File: config.mk
export PLATFORM = sky130hd
export DESIGN_NAME = wb_arbiter_flat
export DESIGN_NICKNAME = d
export VERILOG_FILES = /design/src/rtl/wb_arbiter_pkg.sv /design/src/rtl/wb_arbiter_if.sv /design/src/rtl/wb_arbiter_rr_arbiter.sv /design/src/rtl/wb_arbiter.sv /design/src/flat_wrapper.sv
export SDC_FILE = /design/constraint.sdc
export NUM_CORES = 1
export LEC_CHECK = 0
export ABC_AREA = 1
export BUFFER_PORTS_ARGS = -buffer_cell sky130_fd_sc_hd__buf_4
export CAP_MARGIN = 25
export CORE_AREA = 2 2 119 121
export DETAILED_ROUTE_END_ITERATION = 12
export DIE_AREA = 0 0 121 123
export HOLD_SLACK_MARGIN = 0.06
export PLACE_DENSITY = 0.75
export SYNTH_ARGS = -nofsm -noshare
export SYNTH_HDL_FRONTEND = slang
export SYNTH_SLANG_ARGS = --single-unit
File: constraint.sdc
create_clock -name clk -period 5.7 [get_ports clk]
set_clock_uncertainty 0.05 [all_clocks]
set_input_delay 1.14 -clock clk [delete_from_list [all_inputs] [get_ports clk]]
set_output_delay 1.14 -clock clk [all_outputs]
set_load 0.02 [all_outputs]
File: src/rtl/wb_arbiter_pkg.sv
// wb_arbiter_pkg: shared widths and the writeback entry type for the
// pipeline-to-ROB writeback arbiter.
// Widths come from the global defines when they are provided, and fall back to
// local defaults otherwise.
// Contents:
//   WORD_SIZE        result/pc width
//   INSTR_TYPE_SZ    instruction type field width
//   ROB_ENTRY_WIDTH  ROB tag width
//   N_SRC_DEF        default number of producer pipelines
//   wb_entry_t       one writeback record (type, pc, result, rob_id)
//   idx_w()          index width for an N-way selector (min 1)
`ifndef WORD_SIZE
`define WORD_SIZE 32
`endif
`ifndef INSTR_TYPE_SZ
`define INSTR_TYPE_SZ 4
`endif
`ifndef ROB_ENTRY_WIDTH
`define ROB_ENTRY_WIDTH 5
`endif

package wb_arbiter_pkg;
   localparam int WORD_SIZE       = `WORD_SIZE;
   localparam int INSTR_TYPE_SZ   = `INSTR_TYPE_SZ;
   localparam int ROB_ENTRY_WIDTH = `ROB_ENTRY_WIDTH;
   localparam int N_SRC_DEF       = 3;

   typedef struct packed {
      logic [INSTR_TYPE_SZ-1:0]   instr_type;
      logic [WORD_SIZE-1:0]       pc;
      logic [WORD_SIZE-1:0]       result;
      logic [ROB_ENTRY_WIDTH-1:0] rob_id;
   } wb_entry_t;

   function automatic int idx_w(input int n);
      return (n > 1) ? $clog2(n) : 1;
   endfunction
endpackage

File: src/rtl/wb_arbiter_if.sv
// wb_arbiter_if: bundle between the producer stage registers, the writeback
// arbiter and the ROB write port.
// Each per-source field is a packed array with source i at index i.
// Signals:
//   src_valid, src_instr_type, src_pc, src_result, src_rob_id  producer -> arbiter
//   src_stall                                                  arbiter -> producer
//   rob_ready                                                  ROB -> arbiter
//   rob_wr_en, rob_wr_type, rob_wr_pc, rob_wr_result, rob_wr_id arbiter -> ROB
// Modports:
//   slave   the arbiter's view
//   master  the environment's view (producers + ROB)
interface wb_arbiter_if import wb_arbiter_pkg::*; #(
   parameter int N_SRC = N_SRC_DEF
) ();
   logic [N_SRC-1:0]                      src_valid;
   logic [N_SRC-1:0][INSTR_TYPE_SZ-1:0]   src_instr_type;
   logic [N_SRC-1:0][WORD_SIZE-1:0]       src_pc;
   logic [N_SRC-1:0][WORD_SIZE-1:0]       src_result;
   logic [N_SRC-1:0][ROB_ENTRY_WIDTH-1:0] src_rob_id;
   logic [N_SRC-1:0]                      src_stall;
   logic                                  rob_ready;
   logic                                  rob_wr_en;
   logic [INSTR_TYPE_SZ-1:0]              rob_wr_type;
   logic [WORD_SIZE-1:0]                  rob_wr_pc;
   logic [WORD_SIZE-1:0]                  rob_wr_result;
   logic [ROB_ENTRY_WIDTH-1:0]            rob_wr_id;

   modport slave (
      input  src_valid, src_instr_type, src_pc, src_result, src_rob_id, rob_ready,
      output src_stall, rob_wr_en, rob_wr_type, rob_wr_pc, rob_wr_result, rob_wr_id
   );

   modport master (
      output src_valid, src_instr_type, src_pc, src_result, src_rob_id, rob_ready,
      input  src_stall, rob_wr_en, rob_wr_type, rob_wr_pc, rob_wr_result, rob_wr_id
   );
endinterface

File: src/rtl/wb_arbiter_rr_arbiter.sv
// rr_arbiter: combinational round-robin picker.
// It scans req starting at index ptr, wrapping modulo N, and reports the first
// set request. The pointer register belongs to the caller.
// Ports:
//   req    in   N   request vector
//   ptr    in   IW  index at which the scan starts (must be < N)
//   grant  out  N   one-hot winner (all zero when req is empty)
//   idx    out  IW  encoded winner (0 when req is empty)
module rr_arbiter #(
   parameter int N  = 3,
   parameter int IW = (N > 1) ? $clog2(N) : 1
) (
   input  logic [N-1:0]  req,
   input  logic [IW-1:0] ptr,
   output logic [N-1:0]  grant,
   output logic [IW-1:0] idx
);
   always_comb begin
      logic          found;
      logic [IW-1:0] slot;
      int            j;
      grant = '0;
      idx   = '0;
      found = 1'b0;
      slot  = '0;
      j     = 0;
      for (int k = 0; k < N; k++) begin
         j    = (int'(ptr) + k) % N;
         slot = IW'(j);
         if (!found && req[slot]) begin
            found       = 1'b1;
            grant[slot] = 1'b1;
            idx         = slot;
         end
      end
   end
endmodule

File: src/rtl/wb_arbiter.sv
// wb_arbiter: writeback arbiter at the end of the ALU, memory and multiply
// pipelines.
// Each cycle it grants one valid producer in round-robin order, and registers
// the winner's result into the single ROB write port. Valid producers that do
// not win are stalled, and their stage registers hold until they are granted.
// Ports:
//   clk    in  clock
//   reset  in  synchronous reset, active low
//   flush  in  synchronous pipeline flush, active high
//   bus    wb_arbiter_if.slave (producer side and ROB write port)
// Optional build macro WB_BYPASS_EN adds these outputs:
//   bypass_valid, bypass_rob_id, bypass_result
// They show the granted source combinationally in the grant cycle, so that
// issue can forward the result one cycle early.
module wb_arbiter import wb_arbiter_pkg::*; #(
   parameter int N_SRC = N_SRC_DEF
) (
   input  logic                       clk,
   input  logic                       reset,
   input  logic                       flush,
   wb_arbiter_if.slave                bus
`ifdef WB_BYPASS_EN
   ,
   output logic                       bypass_valid,
   output logic [ROB_ENTRY_WIDTH-1:0] bypass_rob_id,
   output logic [WORD_SIZE-1:0]       bypass_result
`endif
);
   localparam int PW = idx_w(N_SRC);

   logic [PW-1:0]    rr_ptr;
   logic [PW-1:0]    win_idx;
   logic [N_SRC-1:0] arb_grant;
   logic [N_SRC-1:0] grant;
   logic             out_en_q;
   logic             live;
   logic             free;
   wb_entry_t        out_q;
   wb_entry_t        win_entry;

   rr_arbiter #(.N(N_SRC), .IW(PW)) u_rr (
      .req   (bus.src_valid),
      .ptr   (rr_ptr),
      .grant (arb_grant),
      .idx   (win_idx)
   );

   // The stage can take a new entry when it is empty, or when the ROB consumes
   // the current entry in this cycle. This gives back-to-back writes.
   assign free  = ~out_en_q | bus.rob_ready;
   assign live  = reset & ~flush;
   assign grant = (live & free) ? arb_grant : '0;

   // During flush the producers are flushed too, so nothing is held back.
   assign bus.src_stall = live ? (bus.src_valid & ~grant) : '0;

   assign win_entry.instr_type = bus.src_instr_type[win_idx];
   assign win_entry.pc         = bus.src_pc[win_idx];
   assign win_entry.result     = bus.src_result[win_idx];
   assign win_entry.rob_id     = bus.src_rob_id[win_idx];

   always_ff @(posedge clk) begin
      if (!reset) begin
         out_en_q <= 1'b0;
         out_q    <= '0;
         rr_ptr   <= '0;
      end else if (flush) begin
         out_en_q <= 1'b0;
      end else if (free) begin
         if (|grant) begin
            out_q    <= win_entry;
            out_en_q <= 1'b1;
            rr_ptr   <= (win_idx == PW'(N_SRC-1)) ? '0 : win_idx + 1'b1;
         end else begin
            out_en_q <= 1'b0;
         end
      end
   end

   assign bus.rob_wr_en     = out_en_q;
   assign bus.rob_wr_type   = out_q.instr_type;
   assign bus.rob_wr_pc     = out_q.pc;
   assign bus.rob_wr_result = out_q.result;
   assign bus.rob_wr_id     = out_q.rob_id;

`ifdef WB_BYPASS_EN
   assign bypass_valid  = |grant;
   assign bypass_rob_id = bypass_valid ? win_entry.rob_id : '0;
   assign bypass_result = bypass_valid ? win_entry.result : '0;
`endif
endmodule
File: src/flat_wrapper.sv
// flat-port wrapper written by rule: the top's interface ports become plain ports
module wb_arbiter_flat import wb_arbiter_pkg::*;
#(
   parameter int N_SRC = N_SRC_DEF
)
  (clk, reset, flush, bus_src_valid, bus_src_instr_type, bus_src_pc, bus_src_result, bus_src_rob_id, bus_rob_ready, bus_src_stall, bus_rob_wr_en, bus_rob_wr_type, bus_rob_wr_pc, bus_rob_wr_result, bus_rob_wr_id);
  wb_arbiter_if #(.N_SRC(N_SRC)) bus_i ();
  input  logic clk;
  input  logic reset;
  input  logic flush;
  input wire logic [$bits(bus_i.src_valid)-1:0] bus_src_valid;
  input wire logic [$bits(bus_i.src_instr_type)-1:0] bus_src_instr_type;
  input wire logic [$bits(bus_i.src_pc)-1:0] bus_src_pc;
  input wire logic [$bits(bus_i.src_result)-1:0] bus_src_result;
  input wire logic [$bits(bus_i.src_rob_id)-1:0] bus_src_rob_id;
  input wire logic [$bits(bus_i.rob_ready)-1:0] bus_rob_ready;
  output wire logic [$bits(bus_i.src_stall)-1:0] bus_src_stall;
  output wire logic [$bits(bus_i.rob_wr_en)-1:0] bus_rob_wr_en;
  output wire logic [$bits(bus_i.rob_wr_type)-1:0] bus_rob_wr_type;
  output wire logic [$bits(bus_i.rob_wr_pc)-1:0] bus_rob_wr_pc;
  output wire logic [$bits(bus_i.rob_wr_result)-1:0] bus_rob_wr_result;
  output wire logic [$bits(bus_i.rob_wr_id)-1:0] bus_rob_wr_id;
  assign bus_i.src_valid = bus_src_valid;
  assign bus_i.src_instr_type = bus_src_instr_type;
  assign bus_i.src_pc = bus_src_pc;
  assign bus_i.src_result = bus_src_result;
  assign bus_i.src_rob_id = bus_src_rob_id;
  assign bus_i.rob_ready = bus_rob_ready;
  assign bus_src_stall = bus_i.src_stall;
  assign bus_rob_wr_en = bus_i.rob_wr_en;
  assign bus_rob_wr_type = bus_i.rob_wr_type;
  assign bus_rob_wr_pc = bus_i.rob_wr_pc;
  assign bus_rob_wr_result = bus_i.rob_wr_result;
  assign bus_rob_wr_id = bus_i.rob_wr_id;
  wb_arbiter #(.N_SRC(N_SRC)) u_core (.clk(clk), .reset(reset), .flush(flush), .bus(bus_i));
endmodule
==> reports/metrics.cfg, run 1 <==
[status]
outcome=completed

[timing]
finalHoldViolCount=0
period_minus_slack_ns=4.05
worst_slew_pin_slew_ns=0.841
maxSlewViolCount=0
timing.setup.tns_ns=0
slew_headroom_pct=43.9
period_utilization_post_route_pct=71.1
final-setup-viol-count=0
max_freq_mhz=247
setup_repair_after_global_routing_missed_its_margin=no

[worst_setup_path]
slowest_cell_on_crit_path=sky130_fd_sc_hd__buf_4
worstPathRequired_ns=5.92
cpLargestDelayFamily=simple AND/OR/NAND/NOR gates
setup.worst_path.start_class=input pin
worst-setup-path-type=in -> reg
largest_fanout_on_the_critical_path=76
slowest_delay_ns=0.64
path_cells=buf_4 > inv_1 > nand2_1 > nand3_1 > nand2_1 > nand3_1 > nand2_1 > inv_2 > nand2_4 > nand2_4 > buf_4 > nand2_2 > nor2_4 > buf_12 > nor2_1 > nor2_1
path_common_cell=sky130_fd_sc_hd__nand2_1
critPathBufInv=5
arrival_ns=4.27
setup.worst_path.end_class=flop

[final_layout]
layout.filler_cells=1392
nNetsFinal=1468
most-common-layout-cells=309 x sky130_fd_sc_hd__buf_4, 247 x sky130_fd_sc_hd__nor2_1, 242 x sky130_fd_sc_hd__nand2_1
mostFrequentLayoutCell=sky130_fd_sc_hd__buf_4
drive_above_1_share_pct=27.9
antenna_diode_count=0
layout-area-overhead-vs-synth_pct=44.7

[global_routing]
via_count_of_the_first_global_routing_pass=6277
globalRoute.totalOverflow=0
wire_length_of_the_first_global_routing_pass_um=30700
globalRouteTotalUtil_pct=26.0
number_of_antenna_violations_at_the_first_check_in_global_routing=0
largest_net_degree_at_the_start_of_global_routing=77

[clock_tree]
max-clock-path-buffers=2
cts-resized-gates=0
clock_tree.htree_level_count=3
ctsHoldBuffers=0
postCtsSetupBuffers=0
cts_root_buf=sky130_fd_sc_hd__clkbuf_16
cts.reportedPaths.clkPinSlew_ns=0.06
tritoncts=done
numCtsBuffers=9
cts.sinks=76
clock_insertion_delay_worst_skew_ns=0.34

[power]
netSwitchingFraction_pct=48.8
p_leak_uw=0.00459
power_density_nw_per_um2=442
clkPwrFrac_pct=15.8
total_power_uw=3590
internal_power_uw=1840
power.share.sequential_pct=21.1
total_switching_power_uw=1750
combinational_fraction_of_design_power_pct=63.1
irDropWorstVdd_v=0.000262

[yosys]
synth-edff-count=0
instance_count_of_the_mapped_netlist=985
netlist-cell-type-count=24
syn_avg_cell_area_um2=5.70
synth_simple_gate_area_share_pct=49.3
synthesis.nets=1215
synth_xor_xnor_area_share_pct=0
synth.area.mux_share_pct=0
sequential_element_share_of_the_synthesized_area_pct=27.1
synth_largest_type_area_fraction_pct=27.1
synth_flop_cell=sky130_fd_sc_hd__dfxtp_1
async_reset_ff_share_pct=0
yosys_warnings=0
synth_compound_area_share_pct=6.75
main_combinational_cell_family_by_area_after_synthesis=simple AND/OR/NAND/NOR gates
yosys-top-cells-area=sky130_fd_sc_hd__dfxtp_1 27%, sky130_fd_sc_hd__nor2_1 17%, sky130_fd_sc_hd__nand2_1 16%
netlist.top_cell.by_area=sky130_fd_sc_hd__dfxtp_1
synth-adder-area-share_pct=0.891
yosys_register_bits=76
syn_area_um2=5620

[placement]
port_buffers=302
gpl.final_weighted_congestion=0.928
place_hpwl_um=13700

[worst_hold_path]
hold_class=reg -> reg

[floorplanning]
rows=43
chipHeight_um=123
core_region_area_um2=13600
dieArea_um2=14900
floorplan.initialDensity_pct=41.3
io-pin-count=303
die_w_um=121

[route]
remaining_drc_errors=0
drt_pre_antenna_iters=5
avgRoutedWirePerCell_um=14.2
detailroute.via_count=6974
ant_nets=0
detail_route.iter0.violations=539
routed_via_density=4.90
drt_wl_total_um=20100

[run]
drv.max_cap_violation_count=0

-- synthesized netlist by cell type, types with 3 or more instances --
master / count
sky130_fd_sc_hd__a21boi_0: 45
sky130_fd_sc_hd__buf_2: 22
sky130_fd_sc_hd__buf_4: 13
sky130_fd_sc_hd__buf_6: 5
sky130_fd_sc_hd__clkbuf_1: 27
sky130_fd_sc_hd__dfxtp_1: 76
sky130_fd_sc_hd__ha_1: 4
sky130_fd_sc_hd__inv_1: 133
sky130_fd_sc_hd__inv_2: 7
sky130_fd_sc_hd__nand2_1: 244
sky130_fd_sc_hd__nand2_4: 3
sky130_fd_sc_hd__nand3_1: 70
sky130_fd_sc_hd__nand4_1: 74
sky130_fd_sc_hd__nor2_1: 247
sky130_fd_sc_hd__nor3_1: 3
-- per-stage QoR --
step           utilization, %  worst slack, ns  area, µm²  instances  hold slack [ns]
5_1_grt                  59.7             1.37       8120       1422            0.540
6_report                 59.7             1.65       8120       1422            0.513
3_5_place_dp             57.5             1.31       7830       1407            0.504
2_1_floorplan               -             2.06       5620        985            0.472
3_3_place_gp             57.5             1.41       7830       1407            0.502
4_1_cts                  59.7             1.65       8120       1422            0.515
-- layout make-up --
| class | count | area [µm²] | share of cell area [%] |
|---|---|---|---|
| Clock inverter | 5 | 52.6 | 0.647 |
| Clock buffer | 10 | 239 | 2.94 |
| Multi-Input combinational cell | 701 | 3220 | 39.6 |
| Sequential cell | 76 | 1520 | 18.7 |
| Inverter | 140 | 526 | 6.47 |
| Timing Repair Buffer | 310 | 2340 | 28.8 |
| Tap cell | 180 | 225 | 2.77 |
-- worst paths after layout --
check | startpoint | endpoint | slack [ns] | cells past startpoint
hold reg to reg | u_core.bus.rob_wr_result[2] | u_core.bus.rob_wr_result[2] | 0.51 | 4
hold / removal | u_core.bus.rob_wr_result[2] | u_core.bus.rob_wr_result[2] | 0.51 | 4
setup reg to reg | u_core.rr_ptr[0] | u_core.bus.rob_wr_pc[31] | 1.74 | 17
setup / recovery | bus_src_valid[1] | u_core.bus.rob_wr_pc[31] | 1.65 | 16
-- logic make-up after synthesis --
group / after synthesis
adders and majority gates: 4
and+or+nand+nor: 647
buffers and inverters: 208
AOI/OAI and AO/OA: 50
DFF: 76
-- state kept, by name, summed over array words and instances, names as in the netlist --
signal / flops
u_core.bus.rob_wr_en: 1
u_core.bus.rob_wr_id: 5
u_core.bus.rob_wr_pc: 32
u_core.bus.rob_wr_result: 32
u_core.bus.rob_wr_type: 4
u_core.rr_ptr: 2
-- power by group through the flow --
stage	clock network [µW]	registers, µW	logic, µW
floorplan	0	929	1430
global placement	0	761	2250
detailed placement	0	767	2260
CTS	575	757	2270
global route	600	771	2520
finish	568	757	2270
-- per-layer routing --
metal  GRT usage [%]  part of all wire, %
met1            29.5                   39
met2            46.2                   49
met3            6.32                  8.9
met4            11.4                  3.2
met5               0                    0
-- tightest hold or removal path: stages (launching register included) --
cell	delay [ns]
sky130_fd_sc_hd__dfxtp_1	0.31
sky130_fd_sc_hd__inv_1	0.05
sky130_fd_sc_hd__nand4_1	0.08
sky130_fd_sc_hd__nand2_1	0.06
sky130_fd_sc_hd__nor2_1	0.03
Power figures use the tool's default switching activity.
==> inputs of run 2 (changes only) <==
==> constraint.sdc (replaced) <==
create_clock -name clk -period 4 [get_ports clk]
set_clock_uncertainty 0.05 [all_clocks]
set_input_delay 0.8 -clock clk [delete_from_list [all_inputs] [get_ports clk]]
set_output_delay 0.8 -clock clk [all_outputs]
set_load 0.02 [all_outputs]
==> run 2 against run 1 <==
- setup slack got worse by 1.0 ns
- total power rose by 43%
- non-clock buffer count rose by 4
- global-route usage rose by 0.26 points
- worst hold slack barely moved
- final cell count rose by 0.35%
- critical path type is now reg -> out
- largest cell class unchanged
- largest power group unchanged
==> reports/metrics.cfg, run 2 (synthesis results as in run 1) <==
[status]
outcome=completed

[clock_tree]
cts.reportedPaths.clkPinSlew_ns=0.06  ; about the same
ctsHoldBuffers=0  ; unchanged
clock_tree.htree_level_count=3  ; unchanged
postCtsSetupBuffers=0  ; unchanged
clock_insertion_delay_worst_skew_ns=0.34  ; about the same
tritoncts=done
cts-resized-gates=0  ; unchanged
cts.sinks=76  ; unchanged
cts_root_buf=sky130_fd_sc_hd__clkbuf_16
numCtsBuffers=9  ; unchanged
max-clock-path-buffers=2  ; unchanged

[final_layout]
finalInstanceArea_um2=8160  ; +0.49%
register_area_um2=1520  ; unchanged
antenna_diode_count=0  ; unchanged
nNetsFinal=1472  ; +0.27%
layout-area-overhead-vs-synth_pct=45.4
layout.filler_cells=1381  ; -0.79%
drive_above_1_share_pct=28.1  ; +0.21 points
layout.core_utilization_pct=60.0  ; +0.29 points
multi_input_combinational_cell_area_um2=3220  ; unchanged
mostFrequentLayoutCell=sky130_fd_sc_hd__buf_4
most-common-layout-cells=313 x sky130_fd_sc_hd__buf_4, 247 x sky130_fd_sc_hd__nor2_1, 242 x sky130_fd_sc_hd__nand2_1

[power]
combinational_fraction_of_design_power_pct=62.8  ; -0.3 points
power_density_nw_per_um2=630  ; +43%
internal_power_uw=2650  ; +44%
p_leak_uw=0.00460  ; +0.35%
irDropWorstVdd_v=0.000295  ; +12%
clkPwrFrac_pct=16.2  ; +0.4 points
total_switching_power_uw=2500  ; +42%
power.share.sequential_pct=21.0  ; about the same
netSwitchingFraction_pct=48.5  ; -0.35 points

[worst_setup_path]
largest_fanout_on_the_critical_path=19  ; -75%
slowest_cell_on_crit_path=sky130_fd_sc_hd__ha_1
worstPathRequired_ns=3.15  ; -2.77 ns
worst-setup-path-type=reg -> out
setup.worst_path.start_class=flop
setup.worst_path.end_class=output port
path_cells=inv_1 > ha_1 > inv_2 > nand2_1 > nand3_1 > nand2_1 > nand3_1 > nand2_1 > inv_2 > nand2_4 > nand2_4 > inv_1 > nor3_1 > buf_4
slowest_delay_ns=0.41  ; -0.23 ns
path_common_cell=sky130_fd_sc_hd__nand2_1
worstRegToRegCells=17  ; unchanged
arrival_ns=2.53  ; -1.74 ns

[timing]
worst_slew_pin_slew_ns=0.817  ; -0.0248 ns
timing.setup.tns_ns=0  ; unchanged
final-setup-viol-count=0  ; unchanged
setup_repair_after_global_routing_missed_its_margin=no
period_minus_slack_ns=3.38
slew_headroom_pct=45.6  ; +1.7 points
maxSlewViolCount=0  ; unchanged
finalHoldViolCount=0  ; unchanged
max_freq_mhz=296
period_utilization_post_route_pct=84.4

[floorplanning]
die_w_um=121  ; unchanged
rows=43  ; unchanged
floorplan.initialDensity_pct=41.3  ; unchanged
core_region_area_um2=13600  ; unchanged
chipHeight_um=123  ; unchanged
io-pin-count=303  ; unchanged
dieArea_um2=14900  ; unchanged

[route]
ant_nets=0  ; unchanged
drt_wl_total_um=20300  ; +1.0%
detail_route.iter0.violations=439  ; -19%
remaining_drc_errors=0  ; unchanged
avgRoutedWirePerCell_um=14.3  ; +0.67%
routed_via_density=4.89  ; -0.22%
detailroute.via_count=6983  ; +0.13%
drt_pre_antenna_iters=5  ; unchanged

[global_routing]
number_of_antenna_violations_at_the_first_check_in_global_routing=0  ; unchanged
globalRoute.totalOverflow=0  ; unchanged
largest_net_degree_at_the_start_of_global_routing=77  ; unchanged
wire_length_of_the_first_global_routing_pass_um=31200  ; +1.5%
via_count_of_the_first_global_routing_pass=6334  ; +0.91%
globalRouteTotalUtil_pct=26.2  ; +0.26 points

[placement]
port_buffers=302  ; unchanged
gpl.final_weighted_congestion=0.897  ; -3.3%
postPlaceCellArea_um2=7860  ; +0.38%
place_hpwl_um=14100  ; +2.7%

[run]
drv.max_cap_violation_count=0  ; unchanged

[worst_hold_path]
hold_class=reg -> reg
number_of_instances_on_the_worst_hold_path=4  ; unchanged

-- run 2: cell count changes in the layout (fill, tap and decap cells not counted) --
cell and change:
sky130_fd_sc_hd__clkinvlp_4 +1, sky130_fd_sc_hd__clkbuf_1 +1, sky130_fd_sc_hd__buf_4 +4, sky130_fd_sc_hd__clkinv_2 -2, sky130_fd_sc_hd__inv_6 +1
-- run 2: path summary, 6_finish.rpt --
| kind | startpoint | endpoint | slack, ns |
|---|---|---|---|
| min reg2reg | u_core.bus.rob_wr_pc[0] | u_core.bus.rob_wr_pc[0] | 0.51 |
| min | u_core.bus.rob_wr_pc[0] | u_core.bus.rob_wr_pc[0] | 0.51 |
| max | u_core.rr_ptr[0] | bus_src_stall[1] | 0.62 |
| max reg2reg | u_core.rr_ptr[0] | u_core.rr_ptr[0] | 0.77 |
-- run 2: worst max-delay path, delay by kind of cell (launching register included) --
family        cells  cell delay (ns)
buf+inv           5             0.58
flops             1             0.36
fa+ha+maj         1             0.41
simple gates      8             0.85
-- run 2: layout make-up --
class,instances,area share [%]
sequential,76,18.6
clock buffer,11,2.97
clock inverter,5,0.720
timing repair buffer,314,29.0
inverter,140,6.44
tap,180,2.76
multi-input combinational,701,39.4
-- run 2: layer usage --
| layer | wire length (µm) | track usage [%] | up-vias |
|---|---|---|---|
| li1 | - | - | 3553 |
| met1 | 8180 | 30.5 | 3096 |
| met2 | 9860 | 47.2 | 297 |
| met3 | 1760 | 6.00 | 37 |
| met4 | 543 | 9.08 | 0 |
| met5 | 0 | 0 | - |
-- run 2: power by group through the flow --
stage / registers (µW) / clock network, µW / logic (µW)
4_1_cts: 1080 / 845 / 3250
5_1_grt: 1100 / 884 / 3610
2_1_floorplan: 1320 / 0 / 2040
3_5_place_dp: 1090 / 0 / 3230
6_report: 1080 / 835 / 3230
3_3_place_gp: 1090 / 0 / 3200
-- run 2: metrics by stage --
step	power (µW)	setup WS (ns)	instances	hold slack, ns
3_3_place_gp	4290	0.786	1411	0.500
5_1_grt	5600	0.391	1427	0.544
3_5_place_dp	4330	0.736	1411	0.501
4_1_cts	5180	0.636	1427	0.513
6_report	5150	0.623	1427	0.513
2_1_floorplan	3360	1.04	985	0.472
